## config.mk

```make
export PLATFORM = sky130hd
export DESIGN_NAME = prog_loader
export DESIGN_NICKNAME = d
export VERILOG_FILES = /design/src/rtl/nrisc_pkg.sv /design/src/rtl/prog_loader.sv
export SDC_FILE = /design/constraint.sdc
export NUM_CORES = 1
export LEC_CHECK = 0
export ABC_AREA = 0
export CORE_ASPECT_RATIO = 1.25
export CORE_MARGIN = 2
export CORE_UTILIZATION = 30
export DETAILED_ROUTE_END_ITERATION = 6
export HOLD_SLACK_MARGIN = 0.15
export SYNTH_ARGS = -nofsm -noshare
export SYNTH_HDL_FRONTEND = slang
export SYNTH_SLANG_ARGS = --single-unit
```

## constraint.sdc

```tcl
create_clock -name c -period 1.5 [get_ports c]
set_input_delay 0.3 -clock c [delete_from_list [all_inputs] [get_ports c]]
set_output_delay 0.3 -clock c [all_outputs]
set_load 0.02 [all_outputs]
```

## src/rtl/nrisc_pkg.sv

```systemverilog
// Shared definitions for the 8-bit nrisc system.
//   NRISC_DATA_W / NRISC_ADDR_W : default byte and address widths
//   loader_state_t              : program loader FSM states
//   OP_HALT                     : opcode pattern that stops the core
package nrisc_pkg;

    localparam int NRISC_DATA_W = 8;
    localparam int NRISC_ADDR_W = 8;

    localparam logic [NRISC_DATA_W-1:0] OP_HALT = 8'hFF;

    typedef enum logic [2:0] {
        ST_IDLE,
        ST_LEN,
        ST_DATA,
        ST_CHK,
        ST_DONE,
        ST_ERR
    } loader_state_t;

endpackage

```

## src/rtl/prog_loader.sv

```systemverilog
// Byte-stream program loader. Accepts LEN, N data bytes and an XOR checksum
// byte from a valid/ready source, writes the data bytes into memory starting
// at BASE_ADDR, and releases the core from halt only once the image checks.
//
// Ports:
//   c          system clock, rising edge
//   rst        synchronous active-high reset
//   start      one-cycle load request (honoured in IDLE, DONE, ERR)
//   in_valid   source presents a byte on in_data
//   in_data    stream byte
//   in_ready   loader takes a byte this cycle (LEN, DATA, CHK)
//   mem_we     one-cycle memory write strobe
//   mem_addr   write address (wraps modulo 2^ADDR_W)
//   mem_wdata  write data
//   halt       registered core halt, low only while DONE
//   done       image loaded and verified
//   err        checksum mismatch
//   count      data bytes written in the current load
module prog_loader
    import nrisc_pkg::*;
#(
    parameter int                ADDR_W    = NRISC_ADDR_W,
    parameter int                DATA_W    = NRISC_DATA_W,
    parameter logic [ADDR_W-1:0] BASE_ADDR = '0
) (
    input  logic              c,
    input  logic              rst,
    input  logic              start,
    input  logic              in_valid,
    input  logic [DATA_W-1:0] in_data,
    output logic              in_ready,
    output logic              mem_we,
    output logic [ADDR_W-1:0] mem_addr,
    output logic [DATA_W-1:0] mem_wdata,
    output logic              halt,
    output logic              done,
    output logic              err,
    output logic [ADDR_W-1:0] count
);

    loader_state_t     state;
    loader_state_t     state_nxt;
    logic [DATA_W-1:0] len_q;
    logic [DATA_W-1:0] acc_q;
    logic [ADDR_W-1:0] count_inc;
    logic              last_byte;
    logic              xfer;

    assign count_inc = count + 1'b1;
    // The byte being accepted now is the Nth one, so the FSM leaves DATA and
    // count can never step past N.
    assign last_byte = (count_inc == ADDR_W'(len_q));
    assign xfer      = in_valid && in_ready;

    assign done = (state == ST_DONE);
    assign err  = (state == ST_ERR);

    always_ff @(posedge c) begin
        if (rst) begin
            state <= ST_IDLE;
        end else begin
            state <= state_nxt;
        end
    end

    always_comb begin
        state_nxt = state;
        in_ready  = 1'b0;
        unique case (state)
            ST_IDLE: begin
                if (start) state_nxt = ST_LEN;
            end
            ST_LEN: begin
                in_ready = 1'b1;
                if (in_valid) state_nxt = (in_data == '0) ? ST_CHK : ST_DATA;
            end
            ST_DATA: begin
                in_ready = 1'b1;
                if (in_valid && last_byte) state_nxt = ST_CHK;
            end
            ST_CHK: begin
                in_ready = 1'b1;
                if (in_valid) state_nxt = (in_data == acc_q) ? ST_DONE : ST_ERR;
            end
            ST_DONE, ST_ERR: begin
                if (start) state_nxt = ST_LEN;
            end
            default: state_nxt = ST_IDLE;
        endcase
    end

    // Write port, checksum and count. A reset on the same edge as a data
    // transfer wins, so no strobe is issued for that byte.
    always_ff @(posedge c) begin
        if (rst) begin
            mem_we    <= 1'b0;
            mem_addr  <= BASE_ADDR;
            mem_wdata <= '0;
            count     <= '0;
            acc_q     <= '0;
            len_q     <= '0;
            halt      <= 1'b1;
        end else begin
            mem_we <= 1'b0;
            // Lags DONE entry by one edge; a start in DONE re-halts at once.
            halt   <= (state != ST_DONE) || start;
            if (xfer) begin
                case (state)
                    ST_LEN: begin
                        len_q <= in_data;
                        count <= '0;
                        acc_q <= '0;
                    end
                    ST_DATA: begin
                        mem_we    <= 1'b1;
                        mem_addr  <= BASE_ADDR + count;
                        mem_wdata <= in_data;
                        acc_q     <= acc_q ^ in_data;
                        count     <= count_inc;
                    end
                    default: ;
                endcase
            end
        end
    end

endmodule

```

# [After elaboration in Yosys (flattened, before gate mapping)]
# Cells that the tools add are included.
[word_totals] regBits=45 latch_bits=0 mem_bits_rw=0 rom_bits=0 inputBits=12 word_cells=47 n_memories=0
[op_classes] n_addsub=1 mul=0 div_mod_pow=0 magnitude_cmp=0 n_eq_ne=12 shift=0 mux=11 bitwise=2 reduce_logical=13
[op_table] op="$pmux 8 s2" n=2
[op_table] op="$eq 8x8->1" n=2
[op_table] op="$mux 3" n=4
[op_table] op="$pmux 3 s4" n=1
[op_table] op="$add 8x1->8 const B" n=1
[op_table] op="$logic_not 8->1" n=1
[op_table] op="$xor 8x8->8" n=1
[op_table] op="$eq 3x2->1 const B" n=2
[op_table] op="$eq 3x3->1 const B" n=2
[op_table] op="$ne 2x2->1 const B" n=3
[op_table] op="$reduce_and 2->1" n=3
[op_table] op="$reduce_or 3->1" n=2
[op_table] op="$mux 1" n=4
[op_table] op="$reduce_and 4->1" n=1
[op_table] op="$eq 3x1->1 const B" n=1
[op_table] op="$logic_not 3->1" n=1
[op_table] op="$ne 3x3->1 const B" n=1
[op_table] op="$logic_and 1x1->1" n=2
[op_table] op="$ne 2x1->1 const B" n=1
[op_table] op="$reduce_bool 2->1" n=1
[op_table] op="$reduce_or 2->1" n=1
[op_table] op="$logic_or 1x1->1" n=1
[op_table] op="$not 1->1" n=1

# [Longest topological paths before layout]
# Gate-level depths: netlist of run 1.
[depth] ltp_word=6 depth_mapped=7 mapped_depth_nobuf=7

# [Least setup slack after synthesis of run 1]
# Ideal clock, no wire load.
[synth_path] kind="register to register" from="register count[0]" to="register state[0]" arrival_time_ps=1745 required_time_ps=1430 path_slack_ps=-314 stages_incl_launch_ff=8 path_buffers=0 cell_sequence="dfxtp_1 > ha_1 > xor2_1 > a21oi_1 > nand3_1 > a2111oi_2 > nand4bb_1 > a21oi_1"
[synth_between] elab_chain_cells=5
[synth_lines] item="from (decl)" line="prog_loader.sv:38" source="output logic [ADDR_W-1:0] count"
[synth_lines] item="from (signal assigned)" line="prog_loader.sv:119" source="count <= count_inc;"
[synth_lines] item="$add 8x1->8" line="prog_loader.sv:49" source="assign count_inc = count + 1'b1;"
[synth_lines] item="$eq 8x8->1" line="prog_loader.sv:52" source="assign last_byte = (count_inc == ADDR_W'(len_q));"
[synth_lines] item="$logic_and 1x1->1" line="prog_loader.sv:79" source="if (in_valid && last_byte) state_nxt = ST_CHK;"
[synth_lines] item="$ne 2x2->1 (no source line)"
[synth_lines] item="$reduce_and 4->1 (no source line)"
[synth_lines] item="to (signal assigned)" line="prog_loader.sv:62" source="state <= state_nxt;"
[synth_lines] item="to (decl)" line="prog_loader.sv:41" source="loader_state_t state;"
# No other way between the ends.
# A chain may end at the register's enable or synchronous reset.

# [Worst setup path in the final report of run 1]
[layout_path] from="register count[1]" to="register state[0]"
# The elaborated chain is that of the path after synthesis.

==> results.sh, run 1 <==
export IMPL_period_minus_slack_ns=1.61
export IMPL_post_route_util=0.465
export IMPL_gp_congestion=0.834
export IMPL_dpl_cell_count=442
export IMPL_crit_arrival_ns=1.86
export IMPL_io_pins=41
export IMPL_coreArea_sq_um=6980
export IMPL_synth_distinct_cells=44
export IMPL_syn2layout_area_growth_pct=49.3
export IMPL_portBuffers=40
export IMPL_p_leak_nw=1.40
export IMPL_drv_cap=0
export IMPL_remaining_drc_errors=0
export IMPL_violations="setup timing"
export IMPL_cts_reportedPaths_clkPinSlew_ns=0.09
export IMPL_die_y_um=99.2
export IMPL_path_max_fanout=4
export IMPL_firstDrtPassIters=4
export IMPL_vias=2157
export IMPL_final_hold_viol_count=0
export IMPL_drive_gt1_frac=0.257
export IMPL_cp_num_buf_inv=0
export IMPL_hold_path_class="flop to flop"
export IMPL_outcome="finished with violations"
export IMPL_cp_start_kind="flop"
export IMPL_hpwl_mm=4.38
export IMPL_syn_num_nets=284
export IMPL_clock_sinks=45
export IMPL_worstSetupEndpointType="flop"
export IMPL_ys_flop_type="dfxtp_1"
export IMPL_yosys_area_top_type="dfxtp_1"
export IMPL_slowest_stage="or4_1"
export IMPL_track_usage=0.160
export IMPL_finalCritPeriodShare=1.08
export IMPL_grt_pass1_wl_mm=10.2
export IMPL_grt_antenna_before_repair=0
export IMPL_cts_made_buffers=5
export IMPL_synth_most_common_cell="nor2_1"
export IMPL_fin_skew_ns=0.0118
export IMPL_clock_root_buffer="clkbuf_8"
export IMPL_pre_cts_ws_ns=-0.602
export IMPL_netlist_top_cells_area="dfxtp_1 41%, a21oi_1 8.3%, nor2_1 7.9%"
export IMPL_slew_headroom=0.820
export IMPL_final_nets=378
export IMPL_synth_top_area_share=0.415
export IMPL_max_freq_mhz=619
export IMPL_syn_area_per_cell_sq_um=8.02
export IMPL_ys_ff_latch=45
export IMPL_antenna_cells=0
export IMPL_rsz0062_at_grt="true"
export IMPL_ir_worst_vdd_mv=0.633
export IMPL_clock_path_buffers=2
export IMPL_cts_tree="done"
export IMPL_overflow=0
export IMPL_synthCells=271
export IMPL_antenna_left=0
export IMPL_critical_path_cell_chain="nand2_4 -> nor2_4 -> or4_1 -> a32o_1 -> nand4bb_1 -> a21oi_1"
export IMPL_clock_latency_ns=0.31
export IMPL_grt_max_degree=35
export IMPL_drt_initial_drc_count=82
export IMPL_die_area_sq_um=7950
export IMPL_row_count=34
export IMPL_die_w_um=80.1
export IMPL_synth_async_reset_ratio=0
export IMPL_tns_ns=-0.648
export IMPL_synthTopCellsByCount="46 x nor2_1, 45 x dfxtp_1, 37 x nand2_1"
export IMPL_drv_slew=0
export IMPL_totalWireLength_mm=6.02
export IMPL_crit_family="simple AND/OR/NAND/NOR gates"
export IMPL_p_per_area_nw_per_um2=815
export IMPL_synth_area_sq_um=2170
export IMPL_critPathKind="flop to flop"
export IMPL_worst_ep_required_time_ns=1.74
export IMPL_max_slew_worst_pin_slew_ns=0.269
export IMPL_worst_slack_ns=-0.115
export IMPL_vias_per_cell=4.73
export IMPL_finalSetupViolCount=17
export IMPL_htree_levels=2
export IMPL_ys_warnings_count=0
export IMPL_yosysSeqAreaShare=0.415
export IMPL_cpPeakStageDelay_ns=0.47
export IMPL_synth_edf_count=0
export IMPL_layoutNonFillerInstCount=456
export IMPL_grt_pass1_vias=2187
export IMPL_floorplan_initialDensity=0.312
export IMPL_wl_per_cell_um=13.2
## power breakdown
group / switching (mW) / internal (mW) / total (mW)
Sequential: 0.0338 / 1.22 / 1.26
Combinational: 0.238 / 0.241 / 0.479
Clock: 0.418 / 0.492 / 0.910
Total: 0.689 / 1.96 / 2.65
## layout by cell type, fill, tap and decap left out, types with 5 or more instances in the layout
| master | synthesis | layout |
|---|---|---|
| a211oi_1 | 8 | 8 |
| a21oi_1 | 36 | 36 |
| buf_4 | 0 | 58 |
| clkbuf_8 | 0 | 5 |
| clkdlybuf4s50_1 | 0 | 8 |
| dfxtp_1 | 45 | 36 |
| dfxtp_4 | 0 | 5 |
| dlygate4sd2_1 | 0 | 27 |
| mux2i_1 | 8 | 8 |
| nand2_1 | 37 | 37 |
| nand3_1 | 7 | 7 |
| nor2_1 | 46 | 45 |
| o21ai_0 | 6 | 6 |
| xnor2_1 | 8 | 8 |
| xor2_1 | 10 | 10 |
## final timing paths
| kind | from | to | slack, ns | cells past startpoint |
|---|---|---|---|---|
| worst max-delay path | count[1] | state[0] | -0.11 | 6 |
| worst min-delay path | mem_wdata[3] | mem_wdata[3] | 0.46 | 2 |
| worst max register to register | count[1] | state[0] | -0.11 | 6 |
| worst min register to register | mem_wdata[3] | mem_wdata[3] | 0.46 | 2 |
## routing by layer
layer / global-route usage / part of all wire
met1: 0.197 / 0.46
met2: 0.278 / 0.50
met3: 0.0200 / 0.026
met4: 0.0652 / 0.020
met5: 0 / 0
## cells by family (layout without fill, tap and decap cells)
family | after synthesis | count (layout) | share of synthesized area
AOI/OAI and AO/OA | 60 | 60 | 0.161
xor gates and xnor gates | 18 | 18 | 0.0725
adders and majority gates | 1 | 1 | 0.00576
buffers and inverters | 20 | 115 | 0.0426
DFF | 45 | 45 | 0.415
muxes | 8 | 8 | 0.0368
and+or+nand+nor | 119 | 119 | 0.267
## stage by stage
| step | power [mW] | hold WS, ns | instance area [sq um] |
|---|---|---|---|
| after floorplan | 1.52 | 0.400 | 2220 |
| after global placement | 1.75 | 0.446 | 3110 |
| after detailed placement | 1.76 | 0.449 | 3110 |
| after CTS | 2.67 | 0.461 | 3240 |
| after global routing | 2.76 | 0.486 | 3240 |
| final | 2.65 | 0.459 | 3240 |
## state kept, by name (all words and copies together), names as in the netlist
register and count:
halt 1, count 8, acc_q 8, mem_we 1, len_q 8, state 3, mem_wdata 8, mem_addr 8
## repair_timing
item                                    CTS  global route
cloned                                    0             1
setup buffers                             4             1
hold buffers                              0             0
resized for setup                        48             5
pin swaps                                 8             0
endpoints found under the setup margin   57            36
## cell type report
cell class	count	area, sq um
inverters	3	11.3
well taps	90	113
clock buffers	6	72.6
fillers	715	3730
clock inverters	2	33.8
flip-flops and latches	45	925
multi-input cells	206	1210
repair buffers	104	876
## tightest hold or removal path, delay by kind of cell, from the launching register on
kind / cells / cell delay (ns)
AO/OA/AOI/OAI: 1 / 0.05
flip-flops: 1 / 0.32
AND/OR/NAND/NOR: 1 / 0.05
(Power assumes the default switching activity.)
==> inputs of run 2 (changes only) <==
- RECOVER_POWER: default -> 100
==> results.sh, run 2 (same netlist as run 1, synthesis figures left out) <==
export IMPL_met2_usage=0.278
export IMPL_final_common_cell="buf_4"
export IMPL_rsz0062_at_grt="true"
export IMPL_slowest_stage="or4_1"
export IMPL_period_minus_slack_ns=1.62
export IMPL_met1_usage=0.197
export IMPL_outcome="finished with violations"
export IMPL_p_per_area_nw_per_um2=820
export IMPL_final_nets=378
export IMPL_switchingPower_mw=0.688
export IMPL_seqPwrFrac=0.478
export IMPL_clock_sinks=45
export IMPL_worst_slack_ns=-0.118
export IMPL_seqCellArea_sq_um=925
export IMPL_vias=2171
export IMPL_crit_family="simple AND/OR/NAND/NOR gates"
export IMPL_r2r_cells=6
export IMPL_violations="setup timing"
export IMPL_totalWireLength_mm=6.03
export IMPL_hpwl_mm=4.38
export IMPL_fin_skew_ns=0.0114
export IMPL_max_freq_mhz=618
export IMPL_pre_cts_ws_ns=-0.602
export IMPL_worstSetupEndpointType="flop"
export IMPL_hold_path_class="flop to flop"
export IMPL_cts_hold_buf=0
export IMPL_slew_headroom=0.680
export IMPL_crit_arrival_ns=1.86
export IMPL_die_area_sq_um=7950
export IMPL_grt_pass1_wl_mm=10.2
export IMPL_p_total_mw=2.63
export IMPL_finalCritPeriodShare=1.08
export IMPL_critical_path_cell_chain="nand2_4 -> nor2_4 -> or4_1 -> a32o_1 -> nand4bb_1 -> a21oi_1"
export IMPL_min_delay_start="mem_wdata[3]"
export IMPL_internal_power_mw=1.94
export IMPL_syn2layout_area_growth_pct=47.5
export IMPL_antenna_cells=0
export IMPL_floorplan_initialDensity=0.312
export IMPL_clock_root_buffer="clkbuf_8"
export IMPL_max_slew_worst_pin_slew_ns=0.481
export IMPL_antenna_left=0
export IMPL_cpPeakStageDelay_ns=0.47
export IMPL_layoutNonFillerInstCount=456
export IMPL_firstDrtPassIters=4
export IMPL_finalSetupViolCount=17
export IMPL_ir_worst_vdd_mv=0.633
export IMPL_critPathKind="flop to flop"
export IMPL_busiest_layer="met2"
export IMPL_overflow=0
export IMPL_die_w_um=80.1
export IMPL_portBuffers=40
export IMPL_grt_max_degree=35
export IMPL_row_count=34
export IMPL_drt_initial_drc_count=66
export IMPL_grt_pass1_vias=2187
export IMPL_final_cell_mix="52 x buf_4, 45 x nor2_1, 37 x nand2_1"
export IMPL_path_max_fanout=4
export IMPL_p_leak_nw=1.39
export IMPL_r2r_start="count[1]"
export IMPL_final_hold_viol_count=0
export IMPL_cts_made_buffers=5
export IMPL_clock_latency_ns=0.31
export IMPL_cts_tree="done"
export IMPL_hold_path_depth=2
export IMPL_drv_cap=0
export IMPL_htree_levels=2
export IMPL_worst_ep_required_time_ns=1.74
export IMPL_clock_path_buffers=2
export IMPL_worst_path_stages=6
export IMPL_cp_start_kind="flop"
export IMPL_coreArea_sq_um=6980
export IMPL_p_clk_frac=0.347
export IMPL_power_share_combinational=0.175
export IMPL_dpl_cell_count=442
export IMPL_vias_per_cell=4.76
export IMPL_stdcell_area_sq_um=3210
export IMPL_cts_reportedPaths_clkPinSlew_ns=0.09
export IMPL_remaining_drc_errors=0
export IMPL_die_y_um=99.2
export IMPL_grt_antenna_before_repair=0
export IMPL_io_pins=41
export IMPL_wl_per_cell_um=13.2
export IMPL_drv_slew=0
export IMPL_dpl_cell_area_sq_um=3110
export IMPL_use_met3=0.0200
export IMPL_gp_congestion=0.834
export IMPL_fillCellCount=720
export IMPL_tns_ns=-0.819
export IMPL_drive_gt1_frac=0.251
export IMPL_track_usage=0.160
export IMPL_startpoint="count[1]"
export IMPL_swShare=0.262
export IMPL_multi_input_area_sq_um=1210
export IMPL_cp_num_buf_inv=0
run 2: cell types whose count changed in the layout (fill, tap and decap cells not counted):
cell      change
buf_4         -6
nor3_4        -1
nor3_2        +1
buf_12        -1
clkbuf_2      +3
buf_2         +2
clkbuf_1      +2
run 2: timing repair:
| item | in CTS | in global routing |
|---|---|---|
| endpoints found under the hold margin | 0 | 0 |
| setup endpoints to repair | 57 | 36 |
| resized for setup | 48 | 5 |
| cloned | 0 | 1 |
| pin swaps | 8 | 0 |
| setup buffers | 4 | 1 |
run 2: per-stage QoR:
step	hold WS (ns)	utilization
floorplan	0.400	-
global placement	0.446	0.446
detailed placement	0.449	0.446
CTS	0.461	0.464
global route	0.486	0.459
finish	0.459	0.459
run 2: path summary, 6_finish.rpt:
path | end | slack (ns)
max | state[0] | -0.12
min | mem_wdata[3] | 0.46
max reg2reg | state[0] | -0.12
min reg2reg | mem_wdata[3] | 0.46
run 2: routing by layer:
layer | routed length, um | part of all wire | vias to the layer above
li1 | - | - | 1110
met1 | 2720 | 0.45 | 1013
met2 | 3010 | 0.50 | 38
met3 | 186 | 0.031 | 10
met4 | 118 | 0.020 | 0
met5 | 0 | 0 | -
run 2: power by group through the flow:
stage,Clock (mW),Sequential (mW),Combinational (mW)
finish,0.912,1.26,0.461
global route,0.978,1.26,0.505
CTS,0.932,1.26,0.481
detailed placement,0,1.28,0.474
global placement,0,1.28,0.470
floorplan,0,1.28,0.236
run 2: worst register-to-register path: stages (launching register included):
cell and delay [ns]:
dfxtp_4 0.37, nand2_4 0.08, nor2_4 0.03, or4_1 0.47
a32o_1 0.27, nand4bb_1 0.19, a21oi_1 0.14
run 2: cell type report:
| class | instances | share of cell area |
|---|---|---|
| tap | 90 | 0.0351 |
| sequential | 45 | 0.288 |
| clock buffer | 6 | 0.0226 |
| timing repair buffer | 104 | 0.263 |
| multi-input combinational | 206 | 0.377 |
| clock inverter | 2 | 0.0105 |
| inverter | 3 | 0.00351 |
